===== src/rtl/res_stream_out_pkg.sv =====
// Shared constants and state encoding for the matrix-multiply coprocessor datapath.
package res_stream_out_pkg;

    localparam int unsigned M            = 64;   // rows of result
    localparam int unsigned N            = 8;    // inner dimension, used by the engine
    localparam int unsigned P            = 4;    // columns of result
    localparam int unsigned Width        = 8;    // bits per result RAM word
    localparam int unsigned AxisWidth    = 32;   // stream data width
    localparam int unsigned ResDepthBits = 9;    // result RAM address width
    localparam int unsigned NumWords     = M * P;
    // Counters must reach NumWords itself, not just NumWords-1
    localparam int unsigned CntWidth     = $clog2(NumWords + 1);

    typedef enum logic [0:0] {
        StIdle,
        StStream
    } stream_state_e;

endpackage


===== src/rtl/res_skid_buffer.sv =====
// Two-entry FIFO: head register drives the stream directly, skid absorbs one extra word.
module res_skid_buffer
    import res_stream_out_pkg::*;
#(
    parameter int unsigned DataWidth = Width
) (
    input  logic                 clk,
    input  logic                 resetn,
    input  logic                 push,
    input  logic [DataWidth-1:0] push_data,
    input  logic                 pop,
    output logic [DataWidth-1:0] head_data,
    output logic                 full,
    output logic [1:0]           count
);

    logic [DataWidth-1:0] head_q;
    logic [DataWidth-1:0] skid_q;
    logic [1:0]           count_q;

    // Head only changes on pop or when empty, so data is stable while the consumer stalls
    always_ff @(posedge clk or negedge resetn) begin
        if (!resetn) begin
            head_q  <= '0;
            skid_q  <= '0;
            count_q <= 2'd0;
        end else begin
            case ({push, pop})
                2'b10: begin
                    if (count_q == 2'd0) begin
                        head_q <= push_data;
                    end else begin
                        skid_q <= push_data;
                    end
                    count_q <= count_q + 2'd1;
                end
                2'b01: begin
                    head_q  <= skid_q;
                    count_q <= count_q - 2'd1;
                end
                2'b11: begin
                    // Count unchanged; caller never pops an empty buffer
                    if (count_q == 2'd2) begin
                        head_q <= skid_q;
                        skid_q <= push_data;
                    end else begin
                        head_q <= push_data;
                    end
                end
                default: ;
            endcase
        end
    end

    // Status outputs
    always_comb begin
        head_data = head_q;
        count     = count_q;
        full      = (count_q == 2'd2);
    end

endmodule


===== src/rtl/res_stream_out.sv =====
// Drains the result RAM onto an AXI4-Stream master after each rising edge of mm_done.
module res_stream_out
    import res_stream_out_pkg::*;
(
    input  logic                    clk,
    input  logic                    resetn,
    input  logic                    mm_done,
    output logic                    RES_read_en,
    output logic [ResDepthBits-1:0] RES_read_address,
    input  logic [Width-1:0]        RES_read_data_out,
    output logic                    M_AXIS_TVALID,
    output logic [AxisWidth-1:0]    M_AXIS_TDATA,
    output logic                    M_AXIS_TLAST,
    input  logic                    M_AXIS_TREADY,
    output logic                    busy,
    output logic                    out_done
);

    stream_state_e       state_q;
    logic                mm_done_prev_q;
    logic [CntWidth-1:0] rd_cnt_q;
    logic [CntWidth-1:0] tx_cnt_q;
    logic                rd_inflight_q;
    logic                busy_q;
    logic                out_done_q;

    logic                fifo_full;
    logic [1:0]          fifo_count;
    logic [Width-1:0]    fifo_data;
    logic                fifo_valid;
    logic                pop;
    logic                last_pop;
    logic                trigger;
    logic [2:0]          occ_after;
    logic                space_ok;

    res_skid_buffer #(
        .DataWidth (Width)
    ) u_skid (
        .clk       (clk),
        .resetn    (resetn),
        .push      (rd_inflight_q),
        .push_data (RES_read_data_out),
        .pop       (pop),
        .head_data (fifo_data),
        .full      (fifo_full),
        .count     (fifo_count)
    );

    // Handshake, trigger detection and read issue decision
    always_comb begin
        fifo_valid = (fifo_count != 2'd0);
        pop        = fifo_valid && M_AXIS_TREADY;
        last_pop   = pop && (tx_cnt_q == CntWidth'(NumWords - 1));
        trigger    = (state_q == StIdle) && mm_done && !mm_done_prev_q;
        // Words buffered plus in flight once this cycle's handshake has retired
        occ_after  = 3'(fifo_count) + 3'(rd_inflight_q) - 3'(pop);
        space_ok   = fifo_full ? (pop && !rd_inflight_q) : (occ_after < 3'd2);
        RES_read_en      = (state_q == StStream) && (rd_cnt_q < CntWidth'(NumWords)) && space_ok;
        RES_read_address = ResDepthBits'(rd_cnt_q);
    end

    // Burst FSM with counters and registered status outputs
    always_ff @(posedge clk or negedge resetn) begin
        if (!resetn) begin
            state_q        <= StIdle;
            mm_done_prev_q <= 1'b1;  // a Done already high at reset release must not trigger
            rd_cnt_q       <= '0;
            tx_cnt_q       <= '0;
            rd_inflight_q  <= 1'b0;
            busy_q         <= 1'b0;
            out_done_q     <= 1'b0;
        end else begin
            mm_done_prev_q <= mm_done;
            rd_inflight_q  <= RES_read_en;
            out_done_q     <= 1'b0;
            case (state_q)
                StIdle: begin
                    if (trigger) begin
                        state_q  <= StStream;
                        busy_q   <= 1'b1;
                        rd_cnt_q <= '0;
                        tx_cnt_q <= '0;
                    end
                end
                StStream: begin
                    if (RES_read_en) begin
                        rd_cnt_q <= rd_cnt_q + CntWidth'(1);
                    end
                    if (pop) begin
                        tx_cnt_q <= tx_cnt_q + CntWidth'(1);
                    end
                    if (last_pop) begin
                        state_q    <= StIdle;
                        busy_q     <= 1'b0;
                        out_done_q <= 1'b1;
                    end
                end
                default: state_q <= StIdle;
            endcase
        end
    end

    // Stream outputs; TLAST follows the handshake count so it holds during stalls
    always_comb begin
        M_AXIS_TVALID = fifo_valid;
        M_AXIS_TDATA  = AxisWidth'(fifo_data);
        M_AXIS_TLAST  = fifo_valid && (tx_cnt_q == CntWidth'(NumWords - 1));
        busy          = busy_q;
        out_done      = out_done_q;
    end

endmodule

===== config.mk =====
export PLATFORM = sky130hd
export DESIGN_NAME = res_stream_out
export DESIGN_NICKNAME = d
export VERILOG_FILES = /design/src/rtl/res_stream_out_pkg.sv /design/src/rtl/res_skid_buffer.sv /design/src/rtl/res_stream_out.sv
export SDC_FILE = /design/constraint.sdc
export NUM_CORES = 1
export LEC_CHECK = 0
export ABC_CLOCK_PERIOD_IN_PS = 2500
export CORE_MARGIN = 3
export CORE_UTILIZATION = 45
export CTS_BUF_LIST = sky130_fd_sc_hd__clkbuf_2 sky130_fd_sc_hd__clkbuf_4 sky130_fd_sc_hd__clkbuf_8
export DETAILED_ROUTE_END_ITERATION = 6
export HOLD_SLACK_MARGIN = 0.08
export PLACE_DENSITY = 0.78
export SLEW_MARGIN = 10
export SYNTH_ARGS = -nofsm -noshare
export SYNTH_HDL_FRONTEND = slang
export SYNTH_SLANG_ARGS = --single-unit

===== constraint.sdc =====
create_clock -name clk -period 2.5 [get_ports clk]
set_input_delay 0.25 -clock clk [delete_from_list [all_inputs] [get_ports clk]]
set_output_delay 0.25 -clock clk [all_outputs]
set_load 0.05 [all_outputs]

# [Word-level counts from Yosys, hierarchy flattened]
# Index checks and enable logic that the tools add are counted.
[word_totals] ff_bits=41 input_bits=12 out_inout_bits=46 word_cells=72
[op_classes] addsub=6 order_cmp=2 n_eq_ne=12 mux=21 bitwise_logic=1 reduce_logical=20
[op_table] op="$pmux W9 S2" count=2
[op_table] op="$mux W8" count=4
[op_table] op="$mux W9" count=3
[op_table] op="$pmux W8 S3" count=1
[op_table] op="$add A9 B1 Y9 const B" count=2
[op_table] op="$pmux W8 S2" count=1
[op_table] op="$eq A9 B8 Y1 const B" count=1
[op_table] op="$lt A9 B9 Y1 const B" count=1
[op_table] op="$logic_and A1 B1 Y1" count=8
[op_table] op="$ne A2 B2 Y1 const B" count=4
[op_table] op="$reduce_and A2 Y1" count=4
[op_table] op="$mux W1" count=7
[op_table] op="$eq A2 B2 Y1 const B" count=3
[op_table] op="$ne A2 B1 Y1 const B" count=3
[op_table] op="$reduce_bool A2 Y1" count=3
[op_table] op="$pmux W1 S2" count=2
[op_table] op="$pmux W2 S2" count=1
[op_table] op="$add A2 B1 Y3" count=1
[op_table] op="$lt A3 B2 Y1 const B" count=1
[op_table] op="$reduce_and A3 Y1" count=1
[op_table] op="$reduce_bool A3 Y1" count=1
[op_table] op="$sub A3 B1 Y3" count=1
[op_table] op="$add A2 B1 Y2 const B" count=1
[op_table] op="$eq A2 B1 Y1 const B" count=1
[op_table] op="other kinds (4)" count=5

# [Depth between registers and ports, before layout]
# Gate-level depths: netlist (run 1).
[depth] word_depth=8 depth_mapped=11 mapped_depth_nobuf=10

# [Hierarchy]
# From an unflattened synthesis (run 1), not the netlist that was laid out.
[hier_totals] hier_cells=226 hier_area_um2=2255.9
[by_module_without_submodules] module="res_stream_out" n_inst=1 cells_per_inst=142 area_each_um2=1347.5 seq_area_each_um2=576.8
[by_module_without_submodules] module="res_skid_buffer" n_inst=1 cells_per_inst=84 area_each_um2=908.4 seq_area_each_um2=450.4

# [Least setup slack after synthesis (run 1)]
# No wires, ideal clock.
[synth_timing] path_type="flip-flop to flip-flop" start="reg u_skid.count_q[0], in the netlist u_skid.count[0]" end="reg rd_cnt_q[6], in the netlist RES_read_address[6]" setup_time_ns=0.155 arrival_time_ns=2.318 required_time_ns=2.345 setup_slack_ns=0.027 stages_incl_launch_ff=11 path_buffers=0 synth_period_minus_slack_ns=2.473 cell_sequence="dfrtp_1 > nand2b_1 > nor2_1 > o21ai_0 > fa_1 > or3b_4 > nand3_4 > nand2_4 > clkinv_4 > nand2b_2 > a31oi_1"
[synth_between] elab_chain_len=8 word_cells_on_any_way=11 classes_between="2 x add/sub; 1 x order compare; 2 x eq/ne; 1 x mux; 5 x reduce/logical"
[synth_rtl] element="start, declared" line_no="res_skid_buffer.sv:19" text="logic [1:0] count_q;"
[synth_rtl] element="start signal, assigned" line_no="res_skid_buffer.sv:35" text="count_q <= count_q + 2'd1;"
[synth_rtl] element="start signal, assigned" line_no="res_skid_buffer.sv:39" text="count_q <= count_q - 2'd1;"
[synth_rtl] element="parallel branches: the longest is 4 deep, another holds $add A2 B1 Y3"
[synth_rtl] element="$mux W1 (*)" line_no="res_stream_out.sv:58" text="space_ok = fifo_full ? (pop && !rd_inflight_q) : (occ_after < 3'd2);"
[synth_rtl] element="$logic_and A1 B1 Y1 (*)" line_no="res_stream_out.sv:59" text="RES_read_en = (state_q == StStream) && (rd_cnt_q < CntWidth'(NumWords)) && space_ok;"
[synth_rtl] element="net RES_read_en" line_no="res_stream_out.sv:8" text="output logic RES_read_en,"
[synth_rtl] element="$ne A2 B2 Y1 (no line) (*)"
[synth_rtl] element="$reduce_and A2 Y1 (no line) (*)"
[synth_rtl] element="end signal, assigned" line_no="res_stream_out.sv:88" text="rd_cnt_q <= rd_cnt_q + CntWidth'(1);"
[synth_rtl] element="end, declared" line_no="res_stream_out.sv:21" text="logic [CntWidth-1:0] rd_cnt_q;"
# Mark *: on every way through the listed nets, which the timed path passes.
# A chain may end at the register's enable or synchronous reset.

# [Worst setup path after layout (run 1)]
[layout_timing] start="reg u_skid.count_q[0], in the netlist u_skid.count[0]" end="out RES_read_en"
[layout_between] elab_chain_len=6 word_cells_on_any_way=9 classes_between="2 x add/sub; 1 x order compare; 1 x eq/ne; 1 x mux; 4 x reduce/logical"
[layout_rtl] element="parallel branches: the longest is 4 deep, another holds $add A2 B1 Y3"
[layout_rtl] element="$mux W1 (*)" line_no="res_stream_out.sv:58"
[layout_rtl] element="$logic_and A1 B1 Y1 (*)" line_no="res_stream_out.sv:59"
[layout_rtl] element="end, declared" line_no="res_stream_out.sv:8"
# Mark *: on every way between the ends.

==> run metrics, run 1 <==
initial cell density of the core=0.4831; number of buffers created by CTS=5; Post-synth EDFFs=0; die area=5706 µm²; GRT Max-Usage Layer=met2; Final Wtd Congestion=0.8381; DRC violations left=0; Area contributors post-synth=dfrtp_1 46%, buf_4 8.6%, mux2i_1 5.5%, mux2_2 4.1%, nand2_1 3.6%; Least-Margin Pin Slew=0.9152 ns; H-Tree Depth=2; crit share post-route=1.009; met2 global-route usage=0.2637; final hold viol count=0; vias in the first global route=1,534; Die W=75.54 µm; Synth top cells by count=40 x dfrtp_1, 25 x buf_4, 21 x nand2_1, 14 x o21ai_0, 12 x mux2i_1; skew final=0.005336 ns; CP Class=reg2out; Cell Chain, Critical Path=nand2b_4 > nor2_4 > o21ai_2 > fa_1 > or3b_4 > nand3_4 > nand2_4 > clkinv_4 > buf_12; die height=75.54 µm; area added between synthesis and finish=23.06%; root buf cell=clkbuf_8; global-route wire length before repair=6941 µm; CP max stage delay=0.52 ns; crit path capture type=output pin; post-place instance area=2491 µm²; synthesized cell area=2176 µm²; slack of the critical path=-0.02184 ns; leakage power=1.271 nW; GRT Residual Overflow=0; count of port buffers added during placement=33; fraction of layout cells with a size suffix above 1=0.1825; Mapped Avg Cell Area=10.56 µm²; clock-pin slew on the worst setup and hold paths=0.08 ns; number of synthesis warnings=0; #FFs+latches synth=41; routed wire length=4255 µm; status=complete, but fails checks; core footprint=4504 µm²; Buffers & Inverters on Critical Path=2; fmax=0.3965 GHz; HP Class=in2async; DR vias/cell=5.145; clock buffer depth=2; post-synth cell types=39; Site Rows=24; startpoint types=register; pwr/cell area=1523 nW/µm²; max-cap viol count=0; post-DP HPWL=2976 µm; Post-CTS Hold Fix Bufs=0; Async S/R FF share, synth=1.000; First-pass DRT Iterations=4; slowest stage cell, crit path=fa_1; met1 Usage GRT=0.2061; CTS tree=built; Gate Count Post-Synth=206; failing checks=setup timing; ANT nets after route=0; total clock sinks=41; Data required, critical path=2.25 ns; unrepaired setup endpoints after global routing=yes; # diodes=0; WL per Instance=14.00 µm; Primary FF master, synth=dfrtp_1; GRT Resource Usage Total=0.1596; cell taking the most area after synthesis=dfrtp_1; via count=1,564; CP Max Fanout=3; Ports=58; Initial DRC Count=93; Worst path top cell family by delay=simple AND/OR/NAND/NOR gates; Slew Limit Headroom=0.3899; Total Nets Final=267; WP data arrival=2.27 ns; GR met3 Demand/Resource=0.03958; register area share after synthesis=0.4721; min cycle time layout=2.522 ns; Skew-Pair Late Insertion Delay=0.29 ns; top-count cell post-synth=dfrtp_1; initial antenna violation count=0; final setup fails=1; Design Area, Final=2678 µm²; Slew Limit Fails=0; post-synth top area share=0.4600; largest net degree at the start of global routing=42; Peak VDD IR=1473 µV; worst hold-check slack=0.08851 ns
[what timing repair did]
item	in CTS	in global routing
setup buffers	2	2
setup endpoints to repair	2	7
gates resized for setup	6	2
pin swaps	2	3
[where the power goes]
group / leakage [nW] / internal (W) / switching, W
combinational: 0.699 / 0.000949 / 0.00137
sequential: 0.504 / 0.000920 / 0.000198
clock: 0.0687 / 0.000402 / 0.000237
[cell families (layout without fill, tap and decap cells)]
family,Yosys count,after routing,synth area share
buffers and inverters,35,58,0.1173
and+or+nand+nor,65,65,0.1714
AOI/OAI and AO/OA,38,38,0.1001
muxes,21,21,0.1070
other,1,24,0.001723
xor gates and xnor gates,1,1,0.004026
DFF,41,41,0.4721
adders and majority gates,4,4,0.02645
[worst paths after layout]
kind / cells after the start / start / slack, ns / to
max in group asynchronous: 1 / resetn / 1.85 / RES_read_address[2]
setup reg to reg: 11 / u_skid.count[0] / 0.06 / RES_read_address[5]
hold / removal: 1 / resetn / 0.09 / tx_cnt_q[1]
min in group clk: 1 / mm_done / 0.41 / mm_done_prev_q
setup / recovery: 9 / u_skid.count[0] / -0.02 / RES_read_en
hold reg to reg: 2 / u_skid.head_data[1] / 0.49 / u_skid.head_data[1]
[routing by layer]
metal  up-vias  share of wire
met5         -              0
met3         6          0.048
li1        764              -
met2        48           0.48
met4         0          0.015
met1       746           0.46
[registers in the layout, summed over array words and instances, names as in the netlist]
name,cells
RES_read_address,9
state_q,1
mm_done_prev_q,1
u_skid.head_data,8
out_done,1
u_skid.count,2
rd_inflight_q,1
u_skid.skid_q,8
busy,1
tx_cnt_q,9
[through the flow]
step / setup TNS [ns] / utilization / power [W] / instances / setup slack, ns
floorplan: 0 / - / 0.002692 / 229 / 0.02652
global placement: -0.7935 / 0.5531 / 0.003280 / 292 / -0.1119
detailed placement: -1.302 / 0.5531 / 0.003328 / 292 / -0.1804
CTS: -0.03292 / 0.5897 / 0.004049 / 302 / -0.03292
global route: -0.2962 / 0.5944 / 0.004339 / 304 / -0.1085
finish: -0.02184 / 0.5944 / 0.004077 / 304 / -0.02184
[final cells by class]
cell class / instances / area, µm²
fill: 400 / 1827
sequential: 41 / 1027
multi-input combinational: 153 / 1001
timing repair buffer: 45 / 422.9
clock buffer: 5 / 68.82
clock inverter: 3 / 68.82
tap: 52 / 65.06
inverter: 5 / 23.77
[cells in the final DEF (no fill, tap or decap), drive strengths merged]
master / Yosys / layout
or3b: 2 / 2
a31oi: 8 / 8
and2: 3 / 3
o41ai: 2 / 2
nor2: 8 / 8
nand3: 10 / 10
o211ai: 1 / 1
buf: 30 / 14
conb: 1 / 24
dlygate4sd2: 0 / 2
nand2: 22 / 22
fa: 1 / 1
clkdlybuf4s50: 0 / 29
nand2b: 8 / 8
clkinv: 1 / 1
dfstp: 1 / 1
and3: 5 / 5
nor2b: 1 / 1
clkbuf: 0 / 5
o21ai: 17 / 17
mux2i: 13 / 13
nand4: 4 / 4
dfrtp: 40 / 40
nand4bb: 1 / 1
mux2: 8 / 8
ha: 3 / 3
bufinv: 0 / 2
or2: 1 / 1
a21oi: 8 / 8
inv: 4 / 5
o311ai: 2 / 2
xnor2: 1 / 1
[worst reg2reg max path, cell delays in order (launching register included)]
cell      delay [ns]
dfrtp_1         0.40
nand2b_4        0.16
nor2_4          0.10
o21ai_2         0.07
fa_1            0.52
or3b_4          0.39
nand3_4         0.08
nand2_4         0.06
clkinv_4        0.07
buf_4           0.14
nand2b_2        0.19
a31oi_1         0.12
No activity file was read; power rests on OpenSTA's default activity.
==> run 2, diff against run 1 <==
Settings changed: CAP_MARGIN set to 20, CTS_CLUSTER_SIZE set to 16, SKIP_CTS_REPAIR_TIMING set to 1.
==> run 2 against run 1 <==
Compared with the run above: the flow still finishes with violations (setup timing); global-route usage fell by 0.28 points; critical path depth did not move; sequential share of layout area is 0.34 points higher; count of clock-buffer cells in the layout unchanged; critical path type unchanged; largest cell class unchanged; largest power group unchanged.
==> run metrics, run 2 (same netlist as run 1, synthesis figures left out) <==
failing checks=setup timing; Ports=58 (unchanged); Site Rows=24 (unchanged); via count=1,562 (-0.13%); max-cap viol count=0 (unchanged); DR vias/cell=5.189 (+0.87%); Initial DRC Count=100 (+7.5%); startpoint types=register; FF-to-FF path depth=10 (-1); Buffers & Inverters on Critical Path=2 (unchanged); Skew-Pair Late Insertion Delay=0.29 ns (about the same); final setup fails=1 (unchanged); Design Area, Final=2658 µm² (-0.75%); WP data arrival=2.41 ns (+0.14 ns); skew final=0.003286 ns (-0.002050 ns); Die W=75.54 µm (unchanged); critical path depth=9 (unchanged); fraction of layout cells with a size suffix above 1=0.1687 (-0.01386); global-route wire length before repair=6837 µm (-1.5%); root buf cell=clkbuf_8; area added between synthesis and finish=22.14%; worst reg2reg setup slack=0.09 ns (+0.03 ns); pwr/cell area=1515 nW/µm² (-0.50%); Least-Margin Pin Slew=0.8904 ns (-0.02479 ns); GRT Resource Usage Total=0.1569 (-0.002772); die height=75.54 µm (unchanged); min cycle time layout=2.664 ns (+0.1417 ns); CTS tree=built; GRT Residual Overflow=0 (unchanged); CP max stage delay=0.51 ns (about the same); WL per Instance=13.90 µm (-0.71%); multi-input logic area=994.7 µm² (-0.63%); ANT nets after route=0 (unchanged); commonest non-fill, non-tap cell in the layout=dfrtp_1; crit share post-route=1.065 (+0.05667); CP Max Fanout=8 (+5); H-Tree Depth=2 (unchanged); Slew Limit Fails=0 (unchanged); most frequent cells in the layout=39 x dfrtp_1, 30 x clkdlybuf4s50_1, 24 x conb_1; Total Nets Final=264 (-1.1%); count of port buffers added during placement=33 (unchanged); status=complete, but fails checks; FF-to-FF Start=u_skid.count[0]; total clock sinks=41 (unchanged); die area=5706 µm² (unchanged); routed wire length=4183 µm (-1.7%); Peak VDD IR=1496 µV (+1.5%); Reg-to-Reg End=RES_read_address[6]; First-pass DRT Iterations=4 (unchanged); Data required, critical path=2.25 ns (about the same); number of buffers created by CTS=5 (unchanged); leakage power=1.269 nW (-0.22%); post-place instance area=2491 µm² (unchanged); crit path capture type=output pin; clock buffer depth=2 (unchanged); Worst path top cell family by delay=simple AND/OR/NAND/NOR gates; FILL cells=399 (-0.25%); register area=1028 µm² (+0.12%); unrepaired setup endpoints after global routing=yes; largest net degree at the start of global routing=42 (unchanged); slowest stage cell, crit path=fa_1; Final Wtd Congestion=0.8381 (unchanged); initial antenna violation count=0 (unchanged); HP Class=in2async; DRC violations left=0 (unchanged); post-DP HPWL=2976 µm (unchanged); Slew Limit Headroom=0.4064 (+0.01653); final hold viol count=0 (unchanged); Cell Chain, Critical Path=nand2b_4 > nor2_4 > o21ai_1 > fa_1 > or3b_4 > nand3_4 > nand2_4 > inv_8 > buf_12; initial cell density of the core=0.4831 (unchanged); Total Power=0.004027 W (-1.2%); vias in the first global route=1,523 (-0.72%); clock-pin slew on the worst setup and hold paths=0.08 ns (about the same); post-route setup TNS=-0.1635 ns (-0.1417 ns); core footprint=4504 µm² (unchanged); slack of the critical path=-0.1635 ns (-0.1417 ns); CP Class=reg2out; # diodes=0 (unchanged); fmax=0.3754 GHz (-5.3%)
[run 2: changes by cell type in the layout (fill, tap and decap cells not counted)]
| cell | delta |
|---|---|
| clkinv_4 | -1 |
| inv_8 | +1 |
| dlymetal6s2s_1 | +1 |
| nor2b_2 | -1 |
| o21ai_2 | -1 |
| dlygate4sd2_1 | -2 |
| clkdlybuf4s50_1 | +1 |
| dfrtp_1 | -1 |
| o21ai_1 | +1 |
| nor2b_1 | +1 |
| dfrtp_2 | +1 |
| buf_4 | -3 |
[run 2: report_power, final]
part | internal [W] | switching (W)
clock | 0.000402 | 0.000241
combinational | 0.000899 | 0.00136
sequential | 0.000921 | 0.000200
total | 0.00222 | 0.00180
[run 2: area by class of cell]
class                      count  area share
clock buffer                   5     0.02589
tap                           52     0.02448
clock inverter                 3     0.02589
timing repair buffer          42      0.1525
multi-input combinational    153      0.3743
sequential                    41      0.3870
inverter                       5    0.009887
[run 2: how the worst max path moves through the flow]
stage                    startpoint                  end  slack (ns)
detailed placement    M_AXIS_TREADY  RES_read_address[6]       -0.18
finish              u_skid.count[0]          RES_read_en       -0.16
floorplan           u_skid.count[0]  RES_read_address[6]        0.03
global route        u_skid.count[0]          RES_read_en       -0.26
CTS                 u_skid.count[0]          RES_read_en       -0.23
global placement      M_AXIS_TREADY  RES_read_address[5]       -0.11
[run 2: per-stage QoR]
| stage | cells | hold slack (ns) | setup slack (ns) | utilization |
|---|---|---|---|---|
| finish | 301 | 0.07942 | -0.1635 | 0.5900 |
| floorplan | 229 | -0.04559 | 0.02652 | - |
| global placement | 292 | 0.4286 | -0.1119 | 0.5531 |
| detailed placement | 292 | 0.4280 | -0.1804 | 0.5531 |
| CTS | 300 | 0.1040 | -0.2269 | 0.5836 |
| global route | 301 | 0.1624 | -0.2565 | 0.5900 |
[run 2: layer usage]
layer  vias up  global-route usage  share of wire  routed length [µm]
met5         -                   0              0                   0
met4         0             0.05243          0.016                  65
met2        44              0.2598           0.49                2039
li1        758                   -              -                   -
met3         7             0.03958          0.048                 201
met1       753              0.2010           0.45                1877
==> run 3, diff against run 2 <==
Settings changed: ABC_CLOCK_PERIOD_IN_PS 2500 to not set.
==> results of run 3 <==
Same layout as run 2: the final DEF is identical, and so are final timing and power.
